**config.mk**
```make
export PLATFORM = sky130hd
export DESIGN_NAME = cim_host_seq
export DESIGN_NICKNAME = d
export VERILOG_FILES = /design/src/rtl/cim_host_seq.sv
export SDC_FILE = /design/constraint.sdc
export NUM_CORES = 1
export LEC_CHECK = 0
export CAP_MARGIN = 20
export CELL_PAD_IN_SITES_DETAIL_PLACEMENT = 0
export CELL_PAD_IN_SITES_GLOBAL_PLACEMENT = 1
export CORE_MARGIN = 5
export CORE_UTILIZATION = 29
export DETAILED_ROUTE_END_ITERATION = 10
export PLACE_DENSITY_LB_ADDON = 0.1
export RECOVER_POWER = 50
export SLEW_MARGIN = 20
export SYNTH_ARGS = -nofsm -noshare
export SYNTH_HDL_FRONTEND = slang
export SYNTH_SLANG_ARGS = --single-unit
```
**constraint.sdc**
```tcl
create_clock -name clk -period 1.66 [get_ports clk]
set_input_delay 0.166 -clock clk [delete_from_list [all_inputs] [get_ports clk]]
set_output_delay 0.166 -clock clk [all_outputs]
set_load 0.03 [all_outputs]
```
**src/rtl/cim_host_seq.sv**
```systemverilog
// Host-side sequencer for the CIM core: gathers six activation beats, fires one
// job, waits for an armed completion or timeout, then presents the result.
module cim_host_seq #(
    parameter int unsigned WORD_W  = 32,
    parameter int unsigned TIMEOUT = 1023
) (
    input  logic                  clk,
    input  logic                  rst,
    input  logic                  s_valid,
    output logic                  s_ready,
    input  logic [WORD_W-1:0]     s_data,
    input  logic                  cfg_inwidth,
    input  logic                  cfg_wwidth,
    input  logic                  cfg_cima,
    output logic                  cim_start,
    output logic                  cim_inwidth,
    output logic                  cim_wwidth,
    output logic                  cim_cima,
    output logic [6*WORD_W-1:0]   cim_xin0,
    input  logic                  cim_st,
    input  logic [50:0]           cim_nout,
    output logic                  m_valid,
    input  logic                  m_ready,
    output logic [50:0]           m_data,
    output logic                  m_err,
    output logic                  busy,
    output logic [15:0]           job_cnt
);

    localparam int unsigned CNT_W = (TIMEOUT < 2) ? 1 : $clog2(TIMEOUT + 1);

    typedef enum logic [1:0] {
        ST_LOAD,
        ST_FIRE,
        ST_WAIT,
        ST_OUT
    } state_t;

    state_t           state_q;
    state_t           state_d;
    logic [2:0]       beat_q;
    logic             arm_q;
    logic [CNT_W-1:0] wait_cnt_q;

    logic s_hs;
    logic done;
    logic tmo;

    assign s_hs = s_valid && s_ready;
    // Completion only counts once st has been seen low in this WAIT, so a
    // level left high by the previous job cannot end the new one.
    assign done = arm_q && cim_st;
    assign tmo  = (wait_cnt_q == CNT_W'(TIMEOUT));

    always_ff @(posedge clk) begin
        if (rst) begin
            state_q <= ST_LOAD;
        end else begin
            state_q <= state_d;
        end
    end

    always_comb begin
        state_d = state_q;
        case (state_q)
            ST_LOAD: if (s_hs && beat_q == 3'd5) state_d = ST_FIRE;
            ST_FIRE: state_d = ST_WAIT;
            ST_WAIT: if (done || tmo) state_d = ST_OUT;
            ST_OUT:  if (m_ready) state_d = ST_LOAD;
            default: state_d = ST_LOAD;
        endcase
    end

    // Handshake-facing outputs are gated by rst so nothing is offered or
    // started during the reset cycle itself.
    always_comb begin
        s_ready   = !rst && (state_q == ST_LOAD);
        cim_start = !rst && (state_q == ST_FIRE);
        m_valid   = !rst && (state_q == ST_OUT);
        busy      = !rst && !((state_q == ST_LOAD) && (beat_q == 3'd0));
    end

    always_ff @(posedge clk) begin
        if (rst) begin
            beat_q      <= '0;
            arm_q       <= 1'b0;
            wait_cnt_q  <= '0;
            cim_xin0    <= '0;
            cim_inwidth <= 1'b0;
            cim_wwidth  <= 1'b0;
            cim_cima    <= 1'b0;
            m_data      <= '0;
            m_err       <= 1'b0;
            job_cnt     <= '0;
        end else begin
            case (state_q)
                ST_LOAD: begin
                    if (s_hs) begin
                        for (int unsigned k = 0; k < 6; k++) begin
                            if (beat_q == 3'(k)) begin
                                cim_xin0[k*WORD_W +: WORD_W] <= s_data;
                            end
                        end
                        if (beat_q == 3'd0) begin
                            cim_inwidth <= cfg_inwidth;
                            cim_wwidth  <= cfg_wwidth;
                            cim_cima    <= cfg_cima;
                        end
                        beat_q <= (beat_q == 3'd5) ? 3'd0 : beat_q + 3'd1;
                    end
                end
                ST_FIRE: begin
                    arm_q      <= 1'b0;
                    wait_cnt_q <= '0;
                end
                ST_WAIT: begin
                    if (!cim_st) begin
                        arm_q <= 1'b1;
                    end
                    if (!tmo) begin
                        wait_cnt_q <= wait_cnt_q + 1'b1;
                    end
                    if (done) begin
                        m_data <= cim_nout;
                        m_err  <= 1'b0;
                    end else if (tmo) begin
                        m_data <= '0;
                        m_err  <= 1'b1;
                    end
                end
                ST_OUT: begin
                    if (m_ready) begin
                        job_cnt <= job_cnt + 16'd1;
                    end
                end
                default: ;
            endcase
        end
    end

endmodule

```
== Word level (Yosys, flattened, before mapping) ==
Cells that the tools add are included.

* Register bits after elaboration: 279
* Latch bits: 0
* Bits in writable memories: 0
* ROM bits: 0
* Memories kept: 0

* Add/subtract/negate cells: 3
* Multipliers: 0
* Div/mod/pow operators: 0
* Magnitude comparators: 0
* Equal/unequal tests: 14
* Shift operators: 0
* Muxes and demuxes: 13
* Bitwise operators: 0
* Reductions and logical operators: 27

{| class="wikitable"
|+ Operators with widths
! kind !! count
|-
| 2-to-1 mux 51 bit || 2
|-
| AND reduction 3 bit || 7
|-
| case mux 10 bit (2 select lines) || 1
|-
| adder 16 x 1 -> 16 bit (second input constant) || 1
|-
| adder 10 x 1 -> 10 bit (second input constant) || 1
|-
| equality test 10 bit (second input constant) || 1
|-
| 2-to-1 mux 10 bit || 1
|-
| inequality test 2 bit (second input constant) || 5
|-
| AND reduction 2 bit || 5
|-
| logical AND 1 bit || 8
|-
| case mux 2 bit (4 select lines) || 1
|-
| equality test 3 x 2 -> 1 bit (second input constant) || 2
|-
| equality test 3 bit (second input constant) || 2
|-
| 2-to-1 mux 2 bit || 3
|-
| equality test 2 bit (second input constant) || 2
|-
| nonzero test 2 bit || 2
|-
| adder 3 x 1 -> 3 bit (second input constant) || 1
|-
| equality test 3 x 1 -> 1 bit (second input constant) || 1
|-
| logical NOT 3 bit || 1
|-
| 2-to-1 mux 1 bit || 3
|-
| 2-to-1 mux 3 bit || 1
|-
| equality test 2 x 1 -> 1 bit (second input constant) || 1
|-
| logical NOT 1 bit || 2
|-
| logical NOT 2 bit || 1
|-
| 2 further kinds || 2
|}

== Longest topological paths before layout ==
Gate-level depths: netlist of the first run.

* Depth after elaboration: 6
* Mapped depth: 9
* Depth with buffers taken out: 6

== Worst setup path before layout of the first run ==
Ideal clock, no wire load.

* Kind: reg2reg
* Start: reg job_cnt[4]
* End: reg job_cnt[13]
* Library setup time: 0.070 ns
* Data arrival time: 1.698 ns
* Slack: -0.108 ns
* Cell stages (with the launch flop): 5
* Clock period less this slack: 1.768 ns
* Path through: dfxtp_1 nand4_2 or2_4 or4_1 a21oi_1

* Word-level cells in the longest chain between the ends: 1

{| class="wikitable"
|+ Ends and longest elaborated chain
! item !! line !! text
|-
| start, declared || 27 || <nowiki>output logic [15:0] job_cnt</nowiki>
|-
| start signal, assigned || 133 || <nowiki>job_cnt <= job_cnt + 16'd1;</nowiki>
|-
| adder 16 x 1 -> 16 bit || 133 ||
|}

No other way between the ends.
A chain may end at the register's enable or synchronous reset.

== Worst setup path after layout of the first run ==
* Start: reg state_q[0]
* End: reg cim_xin0[149]

* Word-level cells in the longest chain between the ends: 4

{| class="wikitable"
|+ Ends and longest elaborated chain
! item !! line !! text
|-
| start, declared || 39 || <nowiki>state_t state_q;</nowiki>
|-
| start signal, assigned || 59 || <nowiki>state_q <= state_d;</nowiki>
|-
| logical NOT 2 bit * || 77, 96 ||
|-
| logical AND 1 bit || 77 || <nowiki>s_ready = !rst && (state_q == ST_LOAD);</nowiki>
|-
| logical AND 1 bit || 49 || <nowiki>assign s_hs = s_valid && s_ready;</nowiki>
|-
| AND reduction 3 bit (no source line) * || - ||
|-
| end signal, assigned by index || 101 || <nowiki>cim_xin0[k*WORD_W +: WORD_W] <= s_data;</nowiki>
|-
| end, declared || 19 || <nowiki>output logic [6*WORD_W-1:0] cim_xin0,</nowiki>
|}

Every way passes the cells marked *; elsewhere a longest branch is shown, timed or not.

==> reports/metrics.cfg, run 1 <==
[status]
status=finished, violations left
violations=setup timing

[global_route]
grt_use_total=0.193
overflow=0
grt_pass1_wl_um=58800
grt_pass1_vias=9529
grt_max_degree=74
antenna_found_initial=0

[placed_design]
place_congestion=0.759
portBuffers=357
dpl.hpwl_um=25600
dp.cells=1978

[detailed_routing]
viasPerCell=4.66
vias=9678
first_pass_iters=4
ant_nets=0
wl_um=41900
wl_per_cell_um=20.2
drt_iter0_drc=397
drc=0

[critical_path]
max_stage_delay_ns=0.36
cpMaxStageDelayCell=dfxtp_4
worstPathCellList=inv_4 -> ha_4 -> nor4bb_4 -> buf_6 -> nor3b_4 -> buf_6 -> buf_12 -> buf_12 -> buf_8 -> nand2_1 -> a21oi_1
cp-start-kind=flip-flop
crit_type=flip-flop to flip-flop
worst_r2r_path_depth=11
worstPathArrival_ns=2.34
crit_fanout=6
crit_required_ns=2.13
crit_path_end_kind=flip-flop

[timing]
min_period_ns=1.87
skew_ns=0.0110
hold_viol_final=0
timing.final.ws_setup_ns=-0.209
rsz0062_at_grt=yes
setup_viol=189
drv_slew=0
worst_pin_slew_ns=0.542
clock.fmax_mhz=535
max-slew-margin-rel=0.638
holdWs_ns=0.182
period_share=1.13

[pwr]
power_mw=14.6
leakagePower_nw=7.44
switching_share=0.245
ir_drop_mv=0.711
switchingPower_mw=3.59
pwr-share-comb=0.104
internal_power_mw=11.0
seq_power_share=0.468
clkPwrFrac=0.429
p_per_area_mw_per_mm2=860

[cts]
cts-buffers-inserted=31
clk_latency_ns=0.55
clock_sinks=279
cts_hold_buffers=0
root_buffer=clkbuf_16
clkTransAtPathRegs_ns=0.06
cts_tree=yes
h-tree-depth=1
clk_path_buf_depth=3

[synth]
synth_edf_count=0
syn_inst=1175
netlist_area_mm2=0.00997
async_reset_ff_frac=0
synth_top_family_by_area=simple AND/OR/NAND/NOR gates
ys_seq_area_frac=0.560
yosysTopAreaCell=dfxtp_1
synth.most_common_cell=nand2_1
synthMuxAreaShare=0.00301
ys_top_cells_by_area=dfxtp_1 56%, nand2_1 15%, a21oi_1 10%, a22o_1 4.5%, clkbuf_1 2.0%
synth_compound_area_frac=0.167
ys_top_cells_by_count=404 x nand2_1, 279 x dfxtp_1, 209 x a21oi_1, 54 x clkbuf_1, 51 x a22o_1
yosys_warnings=0
ys_ff_latch=279
synthesis.nets=1273
synth_top_area_share=0.560
synth_xor_xnor_area_share=0.0123
syn_avg_cell_area_um2=8.49
synth-simple-area-share=0.206
synthAdderAreaFrac=0.00878
synth_ff_type=dfxtp_1
synth_cell_type_count=47

[floorplanning]
core_area_mm2=0.0343
fp.dieW_um=195
start_util=0.291
io_pins=358
rows=68
die_y_um=195
die-area_mm2=0.0382

[flow_run]
drv_cap=0

[cells_and_area]
stdcell_count=2075
area_growth_pct=70.6
drive_gt1_frac=0.217
final_nets=1704
fill_cells=3299
diodes=0

[hold_path]
hold-path-cell-count=3
min_path_type=input port to flip-flop

## kinds of logic after synthesis
| group | Yosys count |
|---|---|
| buffers and inverters | 89 |
| XOR/XNOR | 14 |
| flip-flops | 279 |
| adder cells (fa/ha/maj) | 7 |
| multiplexers | 3 |
| AO/OA/AOI/OAI | 285 |
| AND/OR/NAND/NOR | 498 |
## cells in the final DEF, fill, tap and decap left out, drive strengths merged, types with 6 or more instances in the layout
master and count:
a22o 51, buf 113, inv 7, nand4 9, nor2 26, or3 6
clkdlybuf4s50 89, nand3 16, xor2 6, a21oi 209, nor3 9, o21ai 7
dlygate4sd2 263, xnor2 8, nand2 404, clkbuf 57, dfxtp 279, ha 7
## worst max-delay path, delay by kind of cell (launching register included)
family                     cells  cell delay [ns]
and+or+nand+nor                3             0.48
buffers and inverters          6             0.67
AOI/OAI and AO/OA              1             0.14
DFF                            1             0.36
adders and majority gates      1             0.13
## power groups by stage
stage / logic (mW) / registers, mW / clock network [mW]
CTS: 1.32 / 6.84 / 6.47
global route: 1.61 / 6.85 / 6.73
global placement: 1.22 / 6.98 / 0
floorplan: 0.340 / 7.14 / 0
finish: 1.52 / 6.84 / 6.27
detailed placement: 1.22 / 6.98 / 0
## stage by stage
step           worst slack (ns)  instance area (um^2)  utilization  setup TNS (ns)
6_report                 -0.209                 17000        0.496          -17.70
2_1_floorplan            0.0129                  9990            -               0
4_1_cts                  -0.217                 15900        0.464          -15.86
3_5_place_dp             -0.198                 14600        0.425          -26.54
3_3_place_gp             -0.185                 14600        0.425          -22.45
5_1_grt                  -0.339                 17000        0.496          -39.36
## per-layer routing
metal	routed length, um	vias to the layer above	global-route usage
li1	-	4792	-
met1	18400	4577	0.256
met2	19800	267	0.318
met3	2890	42	0.0569
met4	704	0	0.0344
met5	0	-	0
## worst paths after layout
path,startpoint,slack [ns],end
max,state_q[0],-0.21,cim_xin0[149]
min,cfg_inwidth,0.18,cim_inwidth
max reg2reg,state_q[0],-0.21,cim_xin0[149]
min reg2reg,cim_xin0[104],0.45,cim_xin0[104]
## timing repair
action,4_1_cts,5_1_grt
resized for setup,331,207
pin swaps,15,68
endpoints found under the setup margin,520,261
buffers inserted,14,11
cloned,14,15
## sequential cells by signal, summed over array words and instances (netlist names)
signal,count
state_q,2
arm_q,1
m_data,51
wait_cnt_q,10
cim_wwidth,1
m_err,1
job_cnt,16
beat_q,3
cim_cima,1
cim_inwidth,1
cim_xin0,192
## cell type report
type / count / area (um^2) / area share
flip-flops and latches: 279 / 5600 / 0.329
repair buffers: 480 / 5130 / 0.301
multi-input cells: 807 / 4790 / 0.282
clock buffers: 42 / 837 / 0.0492
well taps: 455 / 569 / 0.0335
clock inverters: 5 / 50.0 / 0.00294
inverters: 7 / 38.8 / 0.00228
No activity file was read; power rests on OpenSTA's default activity.
==> run 2: changes to the inputs <==
--- a/config.mk
+++ b/config.mk
@@ -8,7 +8,6 @@
 export CAP_MARGIN = 20
 export CELL_PAD_IN_SITES_DETAIL_PLACEMENT = 0
 export CELL_PAD_IN_SITES_GLOBAL_PLACEMENT = 1
-export CORE_MARGIN = 5
 export CORE_UTILIZATION = 29
 export DETAILED_ROUTE_END_ITERATION = 10
 export PLACE_DENSITY_LB_ADDON = 0.1
==> run 2 against run 1 <==
Compared with the run above:
- critical path type unchanged
- first-iteration DRC count up 24%
- the run still ends with setup timing left
- clock skew up 0.0013 ns
- highest routed layer unchanged
- sequential share of layout area up 1.7 points
==> reports/metrics.cfg, run 2 (synthesis results as in run 1) <==
[timing]
drv_slew=0
timing.final.ws_setup_ns=-0.119
worst_pin_slew_ns=0.831
setup_tns_ns=-8.33
period_share=1.07
min_period_ns=1.78
hold_viol_final=0
setup_viol=164
max-slew-margin-rel=0.446
rsz0062_at_grt=yes
skew_ns=0.0123
clock.fmax_mhz=562

[detailed_routing]
ant_nets=0
drc=0
viasPerCell=4.68
wl_um=37700
wl_per_cell_um=18.4
vias=9597
drt_iter0_drc=493
first_pass_iters=5

[cts]
cts-buffers-inserted=34
clkTransAtPathRegs_ns=0.06
clk_latency_ns=0.50
clock_sinks=279
root_buffer=clkbuf_16
h-tree-depth=2
cts_tree=yes
clk_path_buf_depth=3

[global_route]
grt_pass1_vias=9115
grt_use_total=0.200
antenna_found_initial=0
overflow=0
grt_pass1_wl_um=54900
grt_max_degree=80

[pwr]
p_per_area_mw_per_mm2=945
ir_drop_mv=0.541
leakagePower_nw=7.13

[critical_path]
worstPathCellList=inv_2 -> ha_4 -> nor4bb_4 -> buf_4 -> buf_12 -> and3_4 -> clkbuf_16 -> nand2_1 -> a21oi_1
reg2reg_to=cim_xin0[40]
crit_path_end_kind=flip-flop
worstPathArrival_ns=2.21
worst_r2r_path_depth=9
cpMaxStageDelayCell=dfxtp_2
cp-start-kind=flip-flop
reg2reg_slack_ns=-0.12
crit_fanout=11
crit_required_ns=2.09
crit_type=flip-flop to flip-flop
reg2reg_from=state_q[0]
max_stage_delay_ns=0.33

[placed_design]
dpl_cell_area_mm2=0.0145
dpl.hpwl_um=24200
portBuffers=357
place_congestion=0.736

[floorplanning]
fp.dieW_um=187
io_pins=358
start_util=0.296
die_y_um=187
rows=67
die-area_mm2=0.0351
core_area_mm2=0.0337

[cells_and_area]
ff_latch_area_mm2=0.00560
largest_reg_flops=192
fin_area_mm2=0.0162
layout_common_cells=373 x nand2_1, 266 x dfxtp_1, 263 x dlygate4sd2_1, 176 x a21oi_1, 89 x clkdlybuf4s50_1
top_regs=cim_xin0 x192, m_data x51, job_cnt x16
drive_gt1_frac=0.163
final_nets=1680
fill_cells=3356
diodes=0
area_growth_pct=62.5
layout_commonest_cell=nand2_1
largest_register=cim_xin0
multi_input_area_mm2=0.00448

[flow_run]
drv_cap=0

[hold_path]
min_path_type=input port to flip-flop
holdPathEnd=cim_inwidth
hold_start=cfg_inwidth
hold-path-cell-count=3

[status]
status=finished, violations left
violations=setup timing

==> run 2: cell types whose count changed in the layout (fill, tap and decap cells not counted), sizes merged <==
cell         change
clkinvlp         +1
dlygate4sd3      +1
buf             -21
inv              +1
bufinv           -1
clkbuf           +3
==> run 2: worst max-delay path by stage <==
stage | to | from | depth (start not counted)
floorplan | cim_xin0[129] | state_q[0] | 8
global placement | cim_xin0[130] | s_valid | 7
detailed placement | cim_xin0[157] | s_valid | 7
CTS | busy | state_q[0] | 6
global route | cim_xin0[63] | state_q[0] | 9
finish | cim_xin0[40] | state_q[0] | 9
==> run 2: area by class of cell <==
class | instances | area share
clock buffer | 52 | 0.0635
clock inverter | 6 | 0.00247
inverter | 7 | 0.00178
multi-input combinational | 807 | 0.276
sequential | 279 | 0.346
tap | 448 | 0.0346
timing repair buffer | 453 | 0.276
==> run 2: what timing repair did <==
action,CTS,global route
setup buffers,10,4
hold buffers,1,0
endpoints found under the hold margin,3,0
resized for setup,306,104
pin swaps,6,35
cloned,4,8
setup endpoints to repair,521,247
==> run 2: through the flow <==
stage          worst slack (ns)  utilization  cells  total power [mW]  hold WS [ns]
2_1_floorplan            0.0129            -   1175              7.48         0.284
4_1_cts                  -0.120        0.464   2041              15.4         0.199
5_1_grt                  -0.207        0.481   2052              15.9         0.222
3_3_place_gp             -0.207        0.431   1968              8.20         0.421
6_report                 -0.119        0.481   2052              15.3         0.211
3_5_place_dp             -0.234        0.431   1968              8.20         0.427
==> run 2: report_power, final <==
part	switching, mW	leakage [nW]	internal (mW)
combinational	0.767	4.34	0.530
sequential	0.0454	2.26	6.79
clock	2.92	0.526	4.27
==> run 2: worst max-delay path, delay by kind of cell (launching register included) <==
| family | cells | cell delay (ns) |
|---|---|---|
| AO/OA/AOI/OAI | 1 | 0.13 |
| adder cells (fa/ha/maj) | 1 | 0.13 |
| buffers and inverters | 4 | 0.55 |
| flip-flops | 1 | 0.33 |
| AND/OR/NAND/NOR | 3 | 0.56 |
==> run 2: per-layer routing <==
metal / track usage / share of wire
met5: 0 / 0
met4: 0.0507 / 0.022
met3: 0.0664 / 0.077
met2: 0.326 / 0.46
met1: 0.252 / 0.44
